[src/rtl/psum_bram_arbiter_pkg.sv]
// Shared types and constants for the psum BRAM arbiter: return-path source
// tags, arbitration slot encodings and the default psum bus widths.
package psum_bram_arbiter_pkg;

    localparam int PSUM_ADDR_WIDTH = 32;
    localparam int PSUM_DATA_WIDTH = 32;

    // Who owns the data coming out of the return pipeline.
    typedef enum logic [1:0] {
        SRC_NONE = 2'd0,
        SRC_CORE = 2'd1,
        SRC_HOST = 2'd2,
        SRC_FWD  = 2'd3
    } src_e;

    // Which requester owns the BRAM port this cycle.
    typedef enum logic [1:0] {
        SLOT_IDLE  = 2'd0,
        SLOT_RD    = 2'd1,
        SLOT_DRAIN = 2'd2,
        SLOT_HOST  = 2'd3
    } slot_e;

    // Forwarded reads and BRAM reads both answer the core.
    function automatic logic src_is_core(input src_e s);
        return (s == SRC_CORE) || (s == SRC_FWD);
    endfunction

endpackage

[src/rtl/psum_bram_arbiter_if.sv]
// Bus bundle for the psum arbiter: core read/write port, host readback port
// and the single-port BRAM side. slave = arbiter view, master = environment.
interface psum_bram_arbiter_if #(
    parameter int ADDR_WIDTH = psum_bram_arbiter_pkg::PSUM_ADDR_WIDTH,
    parameter int DATA_WIDTH = psum_bram_arbiter_pkg::PSUM_DATA_WIDTH
);
    // core side (memctrl0_*)
    logic                  i_rd_en;
    logic [ADDR_WIDTH-1:0] i_rd_addr;
    logic [DATA_WIDTH-1:0] o_rd_dat;
    logic                  o_rd_val;
    logic                  i_wr_en;
    logic [ADDR_WIDTH-1:0] i_wr_addr;
    logic [DATA_WIDTH-1:0] i_wr_dat;
    logic                  o_core_stall;
    logic                  o_wr_drop_err;
    // host readback side
    logic                  i_host_req;
    logic [ADDR_WIDTH-1:0] i_host_addr;
    logic                  o_host_gnt;
    logic [DATA_WIDTH-1:0] o_host_dat;
    logic                  o_host_val;
    // BRAM side
    logic [ADDR_WIDTH-1:0] o_mem_addr;
    logic [DATA_WIDTH-1:0] o_mem_idat;
    logic                  o_mem_wren;
    logic                  o_mem_enb;
    logic [DATA_WIDTH-1:0] i_mem_odat;

    modport slave (
        input  i_rd_en, i_rd_addr, i_wr_en, i_wr_addr, i_wr_dat,
        input  i_host_req, i_host_addr, i_mem_odat,
        output o_rd_dat, o_rd_val, o_core_stall, o_wr_drop_err,
        output o_host_gnt, o_host_dat, o_host_val,
        output o_mem_addr, o_mem_idat, o_mem_wren, o_mem_enb
    );

    modport master (
        output i_rd_en, i_rd_addr, i_wr_en, i_wr_addr, i_wr_dat,
        output i_host_req, i_host_addr, i_mem_odat,
        input  o_rd_dat, o_rd_val, o_core_stall, o_wr_drop_err,
        input  o_host_gnt, o_host_dat, o_host_val,
        input  o_mem_addr, o_mem_idat, o_mem_wren, o_mem_enb
    );

endinterface

[src/rtl/psum_bram_arbiter_wr_fifo.sv]
// Circular core-write buffer with a parallel address lookup that returns the
// youngest pending entry for a given address (read-after-write forwarding).
module psum_wr_fifo #(
    parameter int ADDR_WIDTH = 32,
    parameter int DATA_WIDTH = 32,
    parameter int DEPTH      = 4
) (
    input  logic                  clk,
    input  logic                  rst,
    input  logic                  push,
    input  logic [ADDR_WIDTH-1:0] push_addr,
    input  logic [DATA_WIDTH-1:0] push_dat,
    input  logic                  pop,
    output logic [ADDR_WIDTH-1:0] head_addr,
    output logic [DATA_WIDTH-1:0] head_dat,
    output logic                  empty,
    output logic                  almost_full,
    input  logic [ADDR_WIDTH-1:0] lookup_addr,
    output logic                  hit,
    output logic [DATA_WIDTH-1:0] hit_dat,
    output logic                  drop_err
);

    localparam int PW = $clog2(DEPTH);
    localparam int CW = PW + 1;

    logic [ADDR_WIDTH-1:0] addr_mem [DEPTH];
    logic [DATA_WIDTH-1:0] dat_mem  [DEPTH];
    logic [PW-1:0]         wr_ptr_reg;
    logic [PW-1:0]         rd_ptr_reg;
    logic [CW-1:0]         count_reg;
    logic                  drop_err_reg;

    logic full;
    logic push_ok;
    logic pop_ok;
    logic [DEPTH-1:0] match;

    assign full        = (count_reg == CW'(DEPTH));
    assign empty       = (count_reg == '0);
    assign almost_full = (count_reg >= CW'(DEPTH - 1));
    assign push_ok     = push && !full;
    assign pop_ok      = pop && !empty;
    assign head_addr   = addr_mem[rd_ptr_reg];
    assign head_dat    = dat_mem[rd_ptr_reg];
    assign drop_err    = drop_err_reg;

    // Entry storage; validity is tracked by the pointers, so no reset needed.
    always_ff @(posedge clk) begin
        if (push_ok) begin
            addr_mem[wr_ptr_reg] <= push_addr;
            dat_mem[wr_ptr_reg]  <= push_dat;
        end
    end

    // Pointers, occupancy and the sticky overflow flag.
    always_ff @(posedge clk) begin
        if (rst) begin
            wr_ptr_reg   <= '0;
            rd_ptr_reg   <= '0;
            count_reg    <= '0;
            drop_err_reg <= 1'b0;
        end else begin
            if (push_ok) wr_ptr_reg <= wr_ptr_reg + 1'b1;
            if (pop_ok)  rd_ptr_reg <= rd_ptr_reg + 1'b1;
            count_reg <= count_reg + CW'(push_ok) - CW'(pop_ok);
            if (push && full) drop_err_reg <= 1'b1;
        end
    end

    // Per-slot compare: a slot is live when its distance from the head is
    // below the occupancy.
    for (genvar gi = 0; gi < DEPTH; gi++) begin : g_cmp
        logic [PW-1:0] age;
        assign age       = PW'(gi) - rd_ptr_reg;
        assign match[gi] = (CW'(age) < count_reg) && (addr_mem[gi] == lookup_addr);
    end

    // Walk from oldest to youngest so the last hit (youngest) wins.
    always_comb begin
        hit     = 1'b0;
        hit_dat = '0;
        for (int k = 0; k < DEPTH; k++) begin
            if (match[rd_ptr_reg + PW'(k)]) begin
                hit     = 1'b1;
                hit_dat = dat_mem[rd_ptr_reg + PW'(k)];
            end
        end
    end

endmodule

[src/rtl/psum_bram_arbiter.sv]
// Shares one single-port psum BRAM between core reads, buffered core writes
// and host readback. Core reads have priority; an aged host request forces a
// stall so readback cannot be starved. Return data is routed by a tag
// pipeline matched to the BRAM latency so all reads answer at 1+MEM_LAT.
module psum_bram_arbiter
    import psum_bram_arbiter_pkg::*;
#(
    parameter int ADDR_WIDTH    = PSUM_ADDR_WIDTH,
    parameter int DATA_WIDTH    = PSUM_DATA_WIDTH,
    parameter int MEM_LAT       = 1,
    parameter int WFIFO_DEPTH   = 4,
    parameter int HOST_MAX_WAIT = 16
) (
    input  logic               clk,
    input  logic               rst,
    psum_bram_arbiter_if.slave bus
);

    localparam int AGE_W = $clog2(HOST_MAX_WAIT + 1);
    localparam logic [AGE_W-1:0] AGE_MAX = AGE_W'(HOST_MAX_WAIT);

    logic [ADDR_WIDTH-1:0] head_addr;
    logic [DATA_WIDTH-1:0] head_dat;
    logic                  fifo_empty;
    logic                  fifo_afull;
    logic                  fwd_hit;
    logic [DATA_WIDTH-1:0] fwd_dat;
    logic                  drop_err;

    logic [AGE_W-1:0]      age_reg;
    logic                  force_host;
    logic                  host_gnt;
    slot_e                 slot;
    src_e                  tag_src_in;
    src_e                  tag_src_out;
    logic [DATA_WIDTH-1:0] tag_dat_out;

    logic [ADDR_WIDTH-1:0] mem_addr_reg;
    logic [DATA_WIDTH-1:0] mem_idat_reg;
    logic                  mem_wren_reg;
    logic                  mem_enb_reg;

    psum_wr_fifo #(
        .ADDR_WIDTH (ADDR_WIDTH),
        .DATA_WIDTH (DATA_WIDTH),
        .DEPTH      (WFIFO_DEPTH)
    ) u_wr_fifo (
        .clk         (clk),
        .rst         (rst),
        .push        (bus.i_wr_en),
        .push_addr   (bus.i_wr_addr),
        .push_dat    (bus.i_wr_dat),
        .pop         (slot == SLOT_DRAIN),
        .head_addr   (head_addr),
        .head_dat    (head_dat),
        .empty       (fifo_empty),
        .almost_full (fifo_afull),
        .lookup_addr (bus.i_rd_addr),
        .hit         (fwd_hit),
        .hit_dat     (fwd_dat),
        .drop_err    (drop_err)
    );

    assign force_host = (age_reg == AGE_MAX);

    // Slot choice: BRAM-bound core read, then drain vs host (host first once aged).
    always_comb begin
        slot = SLOT_IDLE;
        if (bus.i_rd_en && !fwd_hit)           slot = SLOT_RD;
        else if (force_host && bus.i_host_req) slot = SLOT_HOST;
        else if (!fifo_empty)                  slot = SLOT_DRAIN;
        else if (bus.i_host_req)               slot = SLOT_HOST;
    end

    assign host_gnt = (slot == SLOT_HOST) && !rst;

    // Tag entering the return pipeline; forwarded reads carry their data along.
    always_comb begin
        tag_src_in = SRC_NONE;
        if (bus.i_rd_en)              tag_src_in = fwd_hit ? SRC_FWD : SRC_CORE;
        else if (slot == SLOT_HOST)   tag_src_in = SRC_HOST;
    end

    // Host age counter: counts ungranted waiting cycles, saturates at the limit.
    always_ff @(posedge clk) begin
        if (rst) begin
            age_reg <= '0;
        end else if (!bus.i_host_req || host_gnt) begin
            age_reg <= '0;
        end else if (age_reg != AGE_MAX) begin
            age_reg <= age_reg + 1'b1;
        end
    end

    // Registered BRAM command for the winning slot.
    always_ff @(posedge clk) begin
        if (rst) begin
            mem_addr_reg <= '0;
            mem_idat_reg <= '0;
            mem_wren_reg <= 1'b0;
            mem_enb_reg  <= 1'b0;
        end else begin
            mem_enb_reg  <= (slot != SLOT_IDLE);
            mem_wren_reg <= (slot == SLOT_DRAIN);
            case (slot)
                SLOT_RD:    mem_addr_reg <= bus.i_rd_addr;
                SLOT_HOST:  mem_addr_reg <= bus.i_host_addr;
                SLOT_DRAIN: begin
                    mem_addr_reg <= head_addr;
                    mem_idat_reg <= head_dat;
                end
                default:    ;
            endcase
        end
    end

    // Tag/data delay line, one stage per cycle of total read latency.
    for (genvar gi = 0; gi <= MEM_LAT; gi++) begin : g_tag
        src_e                  src_prev;
        logic [DATA_WIDTH-1:0] dat_prev;
        src_e                  src_reg;
        logic [DATA_WIDTH-1:0] dat_reg;

        if (gi == 0) begin : g_in
            assign src_prev = tag_src_in;
            assign dat_prev = fwd_dat;
        end else begin : g_chain
            assign src_prev = g_tag[gi-1].src_reg;
            assign dat_prev = g_tag[gi-1].dat_reg;
        end

        // Shift one stage; reset discards in-flight reads.
        always_ff @(posedge clk) begin
            if (rst) begin
                src_reg <= SRC_NONE;
                dat_reg <= '0;
            end else begin
                src_reg <= src_prev;
                dat_reg <= dat_prev;
            end
        end
    end

    assign tag_src_out = g_tag[MEM_LAT].src_reg;
    assign tag_dat_out = g_tag[MEM_LAT].dat_reg;

    assign bus.o_rd_val      = !rst && src_is_core(tag_src_out);
    assign bus.o_rd_dat      = !bus.o_rd_val ? '0 :
                               (tag_src_out == SRC_FWD) ? tag_dat_out : bus.i_mem_odat;
    assign bus.o_host_val    = !rst && (tag_src_out == SRC_HOST);
    assign bus.o_host_dat    = bus.o_host_val ? bus.i_mem_odat : '0;
    assign bus.o_host_gnt    = host_gnt;
    assign bus.o_core_stall  = !rst && (force_host || fifo_afull);
    assign bus.o_wr_drop_err = drop_err;
    assign bus.o_mem_addr    = mem_addr_reg;
    assign bus.o_mem_idat    = mem_idat_reg;
    assign bus.o_mem_wren    = mem_wren_reg;
    assign bus.o_mem_enb     = mem_enb_reg;

endmodule

[src/flat_wrapper.sv]
// flat-port wrapper written by rule: the top's interface ports become plain ports
module psum_bram_arbiter_flat import psum_bram_arbiter_pkg::*;
#(
    parameter int ADDR_WIDTH    = PSUM_ADDR_WIDTH,
    parameter int DATA_WIDTH    = PSUM_DATA_WIDTH,
    parameter int MEM_LAT       = 1,
    parameter int WFIFO_DEPTH   = 4,
    parameter int HOST_MAX_WAIT = 16
)
  (clk, rst, bus_i_rd_en, bus_i_rd_addr, bus_i_wr_en, bus_i_wr_addr, bus_i_wr_dat, bus_i_host_req, bus_i_host_addr, bus_i_mem_odat, bus_o_rd_dat, bus_o_rd_val, bus_o_core_stall, bus_o_wr_drop_err, bus_o_host_gnt, bus_o_host_dat, bus_o_host_val, bus_o_mem_addr, bus_o_mem_idat, bus_o_mem_wren, bus_o_mem_enb);
  psum_bram_arbiter_if #(.ADDR_WIDTH(ADDR_WIDTH), .DATA_WIDTH(DATA_WIDTH)) bus_i ();
  input  logic clk;
  input  logic rst;
  input wire logic [$bits(bus_i.i_rd_en)-1:0] bus_i_rd_en;
  input wire logic [$bits(bus_i.i_rd_addr)-1:0] bus_i_rd_addr;
  input wire logic [$bits(bus_i.i_wr_en)-1:0] bus_i_wr_en;
  input wire logic [$bits(bus_i.i_wr_addr)-1:0] bus_i_wr_addr;
  input wire logic [$bits(bus_i.i_wr_dat)-1:0] bus_i_wr_dat;
  input wire logic [$bits(bus_i.i_host_req)-1:0] bus_i_host_req;
  input wire logic [$bits(bus_i.i_host_addr)-1:0] bus_i_host_addr;
  input wire logic [$bits(bus_i.i_mem_odat)-1:0] bus_i_mem_odat;
  output wire logic [$bits(bus_i.o_rd_dat)-1:0] bus_o_rd_dat;
  output wire logic [$bits(bus_i.o_rd_val)-1:0] bus_o_rd_val;
  output wire logic [$bits(bus_i.o_core_stall)-1:0] bus_o_core_stall;
  output wire logic [$bits(bus_i.o_wr_drop_err)-1:0] bus_o_wr_drop_err;
  output wire logic [$bits(bus_i.o_host_gnt)-1:0] bus_o_host_gnt;
  output wire logic [$bits(bus_i.o_host_dat)-1:0] bus_o_host_dat;
  output wire logic [$bits(bus_i.o_host_val)-1:0] bus_o_host_val;
  output wire logic [$bits(bus_i.o_mem_addr)-1:0] bus_o_mem_addr;
  output wire logic [$bits(bus_i.o_mem_idat)-1:0] bus_o_mem_idat;
  output wire logic [$bits(bus_i.o_mem_wren)-1:0] bus_o_mem_wren;
  output wire logic [$bits(bus_i.o_mem_enb)-1:0] bus_o_mem_enb;
  assign bus_i.i_rd_en = bus_i_rd_en;
  assign bus_i.i_rd_addr = bus_i_rd_addr;
  assign bus_i.i_wr_en = bus_i_wr_en;
  assign bus_i.i_wr_addr = bus_i_wr_addr;
  assign bus_i.i_wr_dat = bus_i_wr_dat;
  assign bus_i.i_host_req = bus_i_host_req;
  assign bus_i.i_host_addr = bus_i_host_addr;
  assign bus_i.i_mem_odat = bus_i_mem_odat;
  assign bus_o_rd_dat = bus_i.o_rd_dat;
  assign bus_o_rd_val = bus_i.o_rd_val;
  assign bus_o_core_stall = bus_i.o_core_stall;
  assign bus_o_wr_drop_err = bus_i.o_wr_drop_err;
  assign bus_o_host_gnt = bus_i.o_host_gnt;
  assign bus_o_host_dat = bus_i.o_host_dat;
  assign bus_o_host_val = bus_i.o_host_val;
  assign bus_o_mem_addr = bus_i.o_mem_addr;
  assign bus_o_mem_idat = bus_i.o_mem_idat;
  assign bus_o_mem_wren = bus_i.o_mem_wren;
  assign bus_o_mem_enb = bus_i.o_mem_enb;
  psum_bram_arbiter #(.ADDR_WIDTH(ADDR_WIDTH), .DATA_WIDTH(DATA_WIDTH), .MEM_LAT(MEM_LAT), .WFIFO_DEPTH(WFIFO_DEPTH), .HOST_MAX_WAIT(HOST_MAX_WAIT)) u_core (.clk(clk), .rst(rst), .bus(bus_i));
endmodule
[config.mk]
export PLATFORM = sky130hd
export DESIGN_NAME = psum_bram_arbiter_flat
export DESIGN_NICKNAME = d
export VERILOG_FILES = /design/src/rtl/psum_bram_arbiter_pkg.sv /design/src/rtl/psum_bram_arbiter_if.sv /design/src/rtl/psum_bram_arbiter_wr_fifo.sv /design/src/rtl/psum_bram_arbiter.sv /design/src/flat_wrapper.sv
export SDC_FILE = /design/constraint.sdc
export NUM_CORES = 1
export LEC_CHECK = 0
export CAP_MARGIN = 30
export CORE_ASPECT_RATIO = 1.1
export CORE_UTILIZATION = 40
export DETAILED_ROUTE_END_ITERATION = 8
export DONT_BUFFER_PORTS = 1
export GPL_TIMING_DRIVEN = 0
export PLACE_DENSITY = 0.5
export SETUP_SLACK_MARGIN = 0.2
export SLEW_MARGIN = 20
export SYNTH_ARGS = -nofsm -noshare
export SYNTH_HDL_FRONTEND = slang
export SYNTH_HIERARCHICAL = 1
export SYNTH_SLANG_ARGS = --single-unit
[constraint.sdc]
create_clock -name clk -period 6.2 [get_ports clk]
set_input_delay 0.93 -clock clk [delete_from_list [all_inputs] [get_ports clk]]
set_output_delay 0.93 -clock clk [all_outputs]
set_load 0.01 [all_outputs]
==> out/metrics.csv <==
stage,metric,value,unit
outcome,status,completed,
routing,first_pass_iters,6,
floorplan,core,50500,µm²
setup_path,reg2reg_from,u_core/u_wr_fifo/rd_ptr_reg[0]$_SDFFE_PP0P_,
setup_path,crit_start,u_core/u_wr_fifo/rd_ptr_reg[0]$_SDFFE_PP0P_,
logic_synthesis,ys_seq_area_frac,0.517,
setup_path,critPathMaxFanout,19,
power_and_ir_drop,p_sw,2.77,mW
finish,fin_nets,1969,
clocking,cts.hold.buffers_added,0,
logic_synthesis,ys_ff_latch,405,
setup_path,required,5.27,ns
run,drv_cap,0,
finish,final_core_util,0.460,
routing,wl_per_cell,26.5,µm
finish,final_cell_area,23200,µm²
routing,ant_nets,0,
setup_path,timing.rr.end,u_core/u_wr_fifo/count_reg[2]$_SDFF_PP0_,
logic_synthesis,synth-edff-count,256,
place,dp_hpwl,49500,µm
timing,fin_worst_skew,0.0181,ns
setup_path,regToRegSetupSlack,0.88,ns
setup_path,startpoint_type,register,
clocking,clock-root-buffer,clkbuf_16,
timing,max_freq,187,MHz
logic_synthesis,yosys.area_share.simple,0.134,
timing,finalHoldViolations,0,
routing,met1_length,24600,µm
logic_synthesis,synth-main-ff-cell,edfxtp_1,
clocking,cts.clk_slew.worst_paths,0.06,ns
power_and_ir_drop,ir_drop,0.247,mV
logic_synthesis,synth-compound-area-share,0.0937,
setup_path,worstSetupPathType,reg -> out,
setup_path,reg2reg_depth,22,
clocking,cts.sinks,405,
timing,rsz0062_at_grt,no,
routing,drc_errors,0,
global_route,antenna_found_initial,1,
power_and_ir_drop,switching_share,0.320,
timing,timing.slew.headroom,0.372,
place,place_area,21600,µm²
power_and_ir_drop,pwr_density_cell,372,nW/µm²
logic_synthesis,syn-num-nets,1909,
clocking,ctsHtreeMaxLevel,2,
power_and_ir_drop,pwr-share-clk,0.325,
power_and_ir_drop,share_comb_of_total_power,0.268,
logic_synthesis,async_flop_share,0,
logic_synthesis,synth.cell_area,20600,µm²
routing,dr.first_iter.drc_count,1182,
logic_synthesis,synth_cells,1730,
clocking,clock_path_buffers,3,
place,gp_congestion,0.899,
setup_path,crit_path_end,bus_o_host_gnt,
logic_synthesis,synthAdderAreaFrac,0.00886,
timing,period_minus_slack,5.36,ns
clocking,clk-insertion-delay-late,0.59,ns
power_and_ir_drop,leakage,7.48,nW
floorplan,die_y,240,µm
floorplan,dieArea,52500,µm²
routing,via_per_inst,5.74,
logic_synthesis,ys_types,52,
logic_synthesis,synth_top_family_by_area,multiplexers,
place,dp.cells,2398,
power_and_ir_drop,power.total,8.63,mW
finish,area_growth_syn_to_layout,12.6,%
finish,final_layout_size_suffix_gt1_frac,0.158,
power_and_ir_drop,p_int,5.87,mW
setup_path,cp-end-kind,output port,
timing,period_share,0.864,
routing,highest_layer,met4,
routing,wl_met3,5240,µm
global_route,grtUsageTotal,0.250,
logic_synthesis,synth_xor_area_frac,0.0582,
clocking,cts_made_buffers,46,
clocking,cts_tree,done,
floorplan,initial_core_util,0.409,
routing,met2WireLength,34000,µm
global_route,overflow,0,
power_and_ir_drop,pwr-share-seq,0.407,
timing,worst_pin_slew,0.941,ns
floorplan,die_w,218,µm
routing,via_count,14300,
timing,timing.hold.ws,0.435,ns
place,port-buffer-count,0,
global_route,grt_pass1_vias,14500,
global_route,grt_pass1_wl,95500,µm
timing,maxSlewViolCount,0,
finish,fin_cells,2489,
logic_synthesis,synthMuxAreaShare,0.159,
logic_synthesis,synth-warning-count,6,
timing,finalSetupViolations,0,
finish,fillers,4656,
floorplan,ioPinCount,300,
routing,wirelength,65900,µm
floorplan,rows,86,
global_route,grt_max_degree,39,
setup_path,worstPathArrival,4.43,ns
logic_synthesis,avgSynthCellArea,11.9,µm²
hold_path,min_path_type,in -> reg,
final cells by class:
class	instances	area (µm²)	area share
multi-input cells	1184	9370	0.403
clock buffers	63	1310	0.0564
clock inverters	23	236	0.0102
plain buffers	127	558	0.0240
well taps	660	826	0.0356
repair buffers	13	204	0.00878
inverters	13	48.8	0.00210
diodes	1	2.50	0.000108
flip-flops and latches	405	10700	0.459
cells by family (layout without fill, tap and decap cells):
group,count (synthesis),in the layout
fa+ha+maj,14,14
flops,405,405
compound gates,274,274
simple gates,557,557
other cells,0,1
mux,202,202
xor+xnor,137,137
buf+inv,141,239
power by group through the flow:
stage	sequential, mW	combinational, mW	clock (mW)
after detailed placement	3.57	2.29	0
final	3.51	2.31	2.81
after CTS	3.52	2.30	2.86
after global placement	3.59	2.24	0
after global routing	3.55	2.49	2.97
after floorplan	3.49	1.60	0
layout by cell type (no fill, tap or decap), types with 34 or more instances in the layout:
master / n
a211oi_1: 34
a21oi_1: 67
clkbuf_1: 98
clkbuf_16: 50
dfxtp_1: 149
edfxtp_1: 256
mux2_2: 34
mux2i_1: 71
mux4_2: 96
nand2_1: 124
nand2b_1: 37
nand3_1: 35
nor2_1: 145
nor2b_1: 71
nor3_1: 37
nor4_1: 38
o21ai_0: 68
xor2_1: 115
critical path, stage by stage, from the launching register on:
cell,delay [ns]
dfxtp_1,0.31
buf_2,0.38
clkbuf_4,0.37
buf_2,0.36
xnor2_1,0.24
inv_1,0.08
ha_1,0.27
a21oi_1,0.13
o211ai_1,0.13
nor3_1,0.36
or4_1,0.23
nand2b_1,0.12
clkbuf_2,0.31
o21ai_0,0.18
nor2_1,0.39
synth_stat cells, types with 2 or more instances:
cell        n  area [µm²]
mux4_2     96        2160
xor2_1    115        1010
a211oi_1   34         255
a211oi_2   31         388
nor4_1     38         238
edfxtp_1  256        7690
nor4_2      2        25.0
nand4_1     9        56.3
inv_2       2        7.51
a311oi_1   32         280
nor2b_1    71         444
buf_2      13        65.1
nor3_1     38         190
a21oi_1    67         335
buf_1      17        63.8
or3_1       3        18.8
o21ai_0    68         340
nor3_2      2        20.0
mux2_2     34         383
xnor2_1    22         193
dfxtp_1   149        2980
o211ai_1    2        15.0
nand2_1   124         465
clkbuf_1   90         338
buf_6       7        78.8
nand3_1    35         175
nand2b_1   37         231
a22oi_1    32         240
mux2i_1    71         711
nand2_2    10        62.6
nor2_1    145         544
inv_1      11        41.3
ha_1       13         163
and2_1     36         225
timing repair:
item	CTS	global route
endpoints found under the setup margin	3	2
pin swaps	0	1
gates resized for setup	3	5
buffers inserted	0	1
metal layers:
layer	vias up	GRT usage
met4	0	0.0812
met1	7069	0.284
met5	-	0
met3	106	0.0676
li1	6551	-
met2	563	0.452
worst min path at each step:
stage                                          start                                          to  slack (ns)  cells after the start
6_report                           bus_i_wr_addr[27]  u_core/u_wr_fifo/addr_mem[3][27]$_DFFE_PP_        0.43                      0
5_1_grt                            bus_i_wr_addr[21]  u_core/u_wr_fifo/addr_mem[1][21]$_DFFE_PP_        0.41                      0
4_1_cts                            bus_i_wr_addr[27]  u_core/u_wr_fifo/addr_mem[3][27]$_DFFE_PP_        0.40                      0
3_5_place_dp   u_core/g_tag[0].dat_reg[3]$_SDFF_PP0_       u_core/g_tag[1].dat_reg[3]$_SDFF_PP0_        0.42                      1
3_3_place_gp   u_core/g_tag[0].src_reg[1]$_SDFF_PP0_       u_core/g_tag[1].src_reg[1]$_SDFF_PP0_        0.43                      1
2_1_floorplan  u_core/g_tag[0].dat_reg[0]$_SDFF_PP0_       u_core/g_tag[1].dat_reg[0]$_SDFF_PP0_        0.41                      1
metrics by stage:
step / setup TNS (ns) / setup slack, ns
after global placement: -0.141 / -0.107
after global routing: 0 / 0.492
after CTS: 0 / 0.254
after floorplan: 0 / 1.52
final: 0 / 0.841
after detailed placement: -0.143 / -0.104
(Power assumes the default switching activity.)
